File: config.mk
export PLATFORM = sky130hd
export DESIGN_NAME = pe_stage_sched
export DESIGN_NICKNAME = d
export VERILOG_FILES = /design/src/rtl/pe_stage_sched.sv
export SDC_FILE = /design/constraint.sdc
export NUM_CORES = 1
export LEC_CHECK = 0
export BUFFER_PORTS_ARGS = -buffer_cell sky130_fd_sc_hd__clkbuf_2
export CAP_MARGIN = 20
export CORE_MARGIN = 3
export CORE_UTILIZATION = 61
export CTS_CLUSTER_DIAMETER = 120
export DETAILED_ROUTE_END_ITERATION = 6
export PLACE_DENSITY = 0.95
export SKIP_LAST_GASP = 1
export SLEW_MARGIN = 40
export SYNTH_ARGS = -nofsm -noshare
export SYNTH_HDL_FRONTEND = slang
export SYNTH_SLANG_ARGS = --single-unit
File: constraint.sdc
create_clock -name clk -period 6.5 [get_ports clk]
set_input_delay 0.65 -clock clk [delete_from_list [all_inputs] [get_ports clk]]
set_output_delay 0.65 -clock clk [all_outputs]
set_load 0.01 [all_outputs]
File: src/rtl/pe_stage_sched.sv
// pe_stage_sched: sequences one SC-decoder F/G node update over a time-multiplexed PE array
module pe_stage_sched #(
  parameter int P_NUM   = 8,
  parameter int ADDR_W  = 8,
  parameter int LOG_W   = 4,
  parameter int LOG_MAX = 10,
  parameter int RD_LAT  = 1
) (
  input  logic              clk,
  input  logic              rst_n,
  input  logic              start,
  input  logic              op,
  input  logic [LOG_W-1:0]  log_len,
  input  logic [ADDR_W-1:0] rd_base,
  input  logic [ADDR_W-1:0] wr_base,
  input  logic [ADDR_W-1:0] ps_base,
  input  logic              hold,
  output logic              busy,
  output logic              done,
  output logic              rd_en,
  output logic [ADDR_W-1:0] rd_addr0,
  output logic [ADDR_W-1:0] rd_addr1,
  output logic              ps_rd_en,
  output logic [ADDR_W-1:0] ps_rd_addr,
  output logic              pe_op,
  output logic              pe_valid,
  output logic [P_NUM-1:0]  lane_mask,
  output logic [LOG_W-1:0]  sub_log,
  output logic              wr_en,
  output logic [ADDR_W-1:0] wr_addr
);
  typedef enum logic [1:0] {IDLE, ISSUE, DRAIN, DONE} state_t;
  localparam logic [LOG_W-1:0] LP   = LOG_W'($clog2(P_NUM));
  localparam logic [LOG_W-1:0] LMAX = LOG_W'(LOG_MAX);
  state_t state;
  logic [ADDR_W-1:0] b, last_b, off1, rd_base_r, wr_base_r, ps_base_r, beats;
  logic [LOG_W-1:0]  len_sat;
  logic [P_NUM-1:0]  mask_n;
  logic [RD_LAT-1:0] vld, vld_nx;
  logic [ADDR_W-1:0] tag [RD_LAT];
  always_comb begin
    len_sat = log_len > LMAX ? LMAX : log_len;
    beats   = len_sat >= LP ? ADDR_W'(1) << (len_sat - LP) : ADDR_W'(1);
    mask_n  = len_sat >= LP ? '1 : P_NUM'((1 << (1 << len_sat)) - 1);
    rd_en   = state == ISSUE && !hold;
    vld_nx  = (vld << 1) | RD_LAT'(rd_en);
  end
  assign busy       = state != IDLE;
  assign done       = state == DONE;
  assign rd_addr0   = rd_base_r + b;
  assign rd_addr1   = rd_base_r + off1 + b;
  assign ps_rd_en   = rd_en & pe_op;
  assign ps_rd_addr = ps_base_r + b;
  assign pe_valid   = vld[RD_LAT-1];
  assign wr_en      = vld[RD_LAT-1];
  assign wr_addr    = wr_base_r + tag[RD_LAT-1];
  // the beat index travels alongside each read so bubbles from hold keep write order
  always_ff @(posedge clk or negedge rst_n) begin
    if (!rst_n) begin
      state     <= IDLE;
      b         <= '0;
      last_b    <= '0;
      off1      <= '0;
      rd_base_r <= '0;
      wr_base_r <= '0;
      ps_base_r <= '0;
      vld       <= '0;
      for (int i = 0; i < RD_LAT; i++) tag[i] <= '0;
      pe_op     <= 1'b0;
      sub_log   <= '0;
      lane_mask <= '0;
    end else begin
      vld    <= vld_nx;
      tag[0] <= b;
      for (int i = 1; i < RD_LAT; i++) tag[i] <= tag[i-1];
      case (state)
        IDLE: if (start) begin
          state     <= ISSUE;
          b         <= '0;
          last_b    <= beats - ADDR_W'(1);
          off1      <= beats != ADDR_W'(1) ? beats : '0;
          rd_base_r <= rd_base;
          wr_base_r <= wr_base;
          ps_base_r <= ps_base;
          pe_op     <= op;
          sub_log   <= len_sat;
          lane_mask <= mask_n;
        end
        ISSUE: if (!hold) begin
          if (b == last_b) state <= DRAIN;
          else b <= b + ADDR_W'(1);
        end
        DRAIN: if (vld_nx == '0) state <= DONE;
        default: state <= IDLE;
      endcase
    end
  end
endmodule

* Yosys cells after proc, flatten, opt, wreduce, memory -nomap -nowiden *
Cells that the tools add are included.
Widths: inputs -> output; s select.

storage, ports and cells
  bits in registers = 72
  output and inout port bits = 51
  word-level logic and storage cells = 58

cells by class
  add/subtract/negate cells = 9
  mux-type cells = 13
  order comparisons = 2
  bitwise logic cells = 1
  eq/ne operators = 10
  reductions and logical operators = 8
  shift operators = 3

operators with widths
  cell                  number
  $mux 8                6
  $add 8x8->8           5
  $shl 1x32->8 const A  1
  $shl 1x4->32 const A  1
  $pmux 8 s2            1
  $add 8x1->8 const B   1
  $eq 8x8->1            1
  $mux 2                4
  $ne 2x2->1 const B    4
  $ne 8x1->1 const B    1
  $reduce_and 4->1      2
  $shl 1x4->8 const A   1
  $sub 8x1->8 const B   1
  $sub 8x2->8 const B   1
  $pmux 2 s3            1
  $eq 2x2->1 const B    2
  $ge 4x2->1 const B    1
  $gt 4x4->1 const B    1
  $mux 4                1
  $reduce_bool 2->1     2
  $sub 4x2->4 const B   1
  $eq 2x1->1 const B    1
  $logic_not 2->1       1
  $ne 2x1->1 const B    1
  4 further kinds       4

* Logic depth before layout (Yosys ltp) *
  word-level depth = 7
  mapped depth = 11
  gate-level depth less buffers = 11

* Worst setup path before layout *
No wires, ideal clock.

  kind = register to output
  start = reg b[1]
  end = out rd_addr1[7]
  slack = 3.603 ns
  arrival time = 2.247 ns
  cell stages (with the launch flop) = 10
  data required time = 5.850 ns
  buffers on the path = 0
  cell sequence = dfrtp_1 fa_1 ha_1 inv_1 fa_1 nor2b_1 nor3_1 o21bai_1 a21oi_1 xnor2_1

between the ends
  longest elaborated chain between the ends = 1

ends and longest elaborated chain
  item                    line  source
  start, declared         36    logic [ADDR_W-1:0] b, last_b, off1, rd_base_r, wr_base_r, ps_base_r, beats;
  start signal, assigned  91    else b <= b + ADDR_W'(1);
  $add 8x8->8             51    assign rd_addr1 = rd_base_r + off1 + b;
  end, declared           22    output logic [ADDR_W-1:0] rd_addr1,

No other way between the ends.

* Worst setup path after layout *
  start = reg b[0]
  end = out rd_addr1[7]

Same word-level chain as after synthesis.

==> flow_summary.toml <==
[outcome]
outcome = "completed"

[final_layout]
n_antenna_cell = 0
area_delta_synth_final_pct = 15.8
fin_nets = 669
n_fill_cell = 518
drive_gt1_share_pct = 18.5
utilization_pct = 75.2
layout_commonest_cell = "nand2_1"
layout_common_cells = "nand2_1, clkbuf_2, dfrtp_1, inv_1, ha_1"

[clocking]
numCtsBuffers = 9
cts_setup_buffers = 0
insertion_delay_ps = 360
clockBufferDepth = 2
hold_buffers = 0
cts_tree = "yes"
h-tree-depth = 3
clk_pin_slew_worst_paths_ps = 80
cts-root-buf = "clkbuf_8"
cts_resized = 0
clkSinkCount = 71

[sta]
rsz0062_at_grt = "no"
hold_viol = 0
setup_viol = 0
tns_ps = 0
post-route-period-util_pct = 55.8
drv_slew = 0
relSlewSlack_pct = 56.0
worstMarginPinSlew_ps = 657
period_minus_slack_ps = 3620
final.setup.worst_slack_ps = 2880
fmax_ghz = 0.276
hold_slack_ps = 379
clock_skew_ps = 10.7

[power_and_ir_drop]
leakage_nw = 2.72
total_power_mw = 2.51
p_sw_mw = 1.10
seqPwrFrac_pct = 30.0
pwr-share-clk_pct = 15.8
p_per_area_nw_per_um2 = 478
intPower_mw = 1.41
peakVddDrop_mv = 0.292
comb_power_share_pct = 54.1
swShare_pct = 43.9

[setup_path]
cp_num_buf_inv = 4
critPathMaxStageDelay_ps = 490
critPathArrivalTime_ps = 2970
crit_family = "adder cells"
path_common_cell = "inv_1"
worstSetupPathType = "reg -> out"
critPathLaunchType = "flip-flop"
path_depth = 12
rr_worst_depth = 7
worstPathMaxFanout = 8
crit_slowest_cell = "dfrtp_1"
end_kind = "output pin"
worstPathCellList = "inv_1, fa_1, inv_1, ha_1, inv_1, fa_1, nor2b_1, nor3_1, o21bai_1, a21oi_1, xnor2_1, clkbuf_2"
worstSetupStartpoint = "b[0]"
reg2reg_to = "b[4]"
r2r_slack_ps = 4210
required_ps = 5850
reg2reg_from = "state[0]"
critPathCapture = "rd_addr1[7]"

[grt]
met1_usage_pct = 31.7
grtUsageMet2_pct = 49.0
grt_pass1_vias = 3885
gr-usage-met3_pct = 5.50
grt_antenna_before_repair = 0
globalRouteOverflowTotal = 0
grt_pass1_wl_mm = 18.2
grt_max_degree = 72
grt_usage_pct = 27.0
grt_busiest_layer = "met2"

[route]
vias_per_cell = 5.73
routedWlPerCell_um = 15.8
first_iter_violations = 217
drc = 0
vias = 3947
ant_nets = 0
drt_wl_total_mm = 10.9
drtPass1Iterations = 5

[synthesis]
yosysTopAreaCell = "dfrtp_1"
synth_edf_count = 0
ys_ff_latch = 71
yosys_warnings = 0
syn_area_um2 = 4530
ys_seq_area_share_pct = 39.2
syn_nets = 590
yosys.area.top_type_share_pct = 39.2
synthFlopType = "dfrtp_1"
synth_area_leaders = "dfrtp_1, ha_1, nand2_1"
ys_async_sr_fraction_pct = 100
synth.distinct_cells = 49
syn_area_per_cell_um2 = 8.90
synthCells = 509

[die]
chipWidth_um = 92.2
dieArea_um2 = 8500
start_util_pct = 64.9
io_pins = 84
core_um2 = 6980
die_height_um = 92.2
rows = 30

[placed_design]
hpwl_mm = 7.87
numPortBuffers = 83
dp_slack_ps = 3280
gp_congestion = 0.898

[run]
max-cap-violations = 0

[hold_path]
min_path_type = "in -> async"
[per-stage QoR]
step           cell area (um2)  std cells
2_1_floorplan             4530        509
3_3_place_gp              5010        673
3_5_place_dp              5020        673
4_1_cts                   5240        689
5_1_grt                   5250        689
6_report                  5250        689
[registers in the layout, summed over array words and instances (netlist names)]
| name | count |
|---|---|
| last_b | 8 |
| pe_op | 1 |
| off1 | 8 |
| pe_valid | 1 |
| rd_base_r | 8 |
| sub_log | 3 |
| tag | 8 |
| state | 2 |
| b | 8 |
| ps_base_r | 8 |
| wr_base_r | 8 |
| lane_mask | 8 |
[synthesized netlist by cell type (all sizes together) (9+ instances only)]
master,number
inv,37
fa,11
dfrtp,71
nand4,9
ha,37
xor2,17
o21ai,31
xnor2,15
clkbuf,14
nor2,31
a21oi,15
nand2,118
[kinds of logic after synthesis]
family / after synthesis / synth area share [%]
AND/OR/NAND/NOR: 206 / 20.6
multiplexers: 9 / 2.02
AO/OA/AOI/OAI: 86 / 11.8
adder cells (fa/ha/maj): 49 / 15.3
other: 1 / 0.0828
XOR/XNOR: 32 / 6.19
flip-flops: 71 / 39.2
buffers and inverters: 55 / 4.75
[worst min-delay path by stage]
| stage | slack, ps | end | start | depth (start not counted) |
|---|---|---|---|---|
| after global placement | 450 | lane_mask[0] | lane_mask[0] | 1 |
| after detailed placement | 460 | lane_mask[0] | lane_mask[0] | 1 |
| final | 380 | lane_mask[4] | rst_n | 2 |
| after CTS | 420 | lane_mask[6] | rst_n | 2 |
| after floorplan | 350 | b[0] | rst_n | 0 |
| after global routing | 430 | lane_mask[3] | rst_n | 2 |
[layer usage]
metal,up-vias,part of all wire [%]
met1,1895,39
met5,-,0
met4,0,2.2
met2,152,53
li1,1870,-
met3,30,5.5
[final cells by class]
cell class / count / area [um2] / area share (%)
Sequential cell: 71 / 1780 / 33.9
Inverter: 37 / 139 / 2.65
Clock inverter: 5 / 81.3 / 1.55
Clock buffer: 11 / 141 / 2.69
Timing Repair Buffer: 86 / 442 / 8.42
Multi-Input combinational cell: 383 / 2550 / 48.5
Tap cell: 96 / 120 / 2.29
[worst reg2reg max path, stage by stage (launching register included)]
cell and delay, ps:
dfrtp_1 420, inv_1 110, ha_1 270, and2_2 470, buf_4 380, nand2_1 270
nand2_1 140, mux2i_1 90
[power by group through the flow]
| stage | combinational, mW | clock (mW) | sequential, mW |
|---|---|---|---|
| floorplan | 0.896 | 0 | 0.737 |
| global placement | 1.30 | 0 | 0.746 |
| detailed placement | 1.35 | 0 | 0.757 |
| CTS | 1.36 | 0.402 | 0.750 |
| global route | 1.52 | 0.422 | 0.775 |
| finish | 1.36 | 0.398 | 0.754 |
Note: power is estimated with default switching activity, not from simulation.
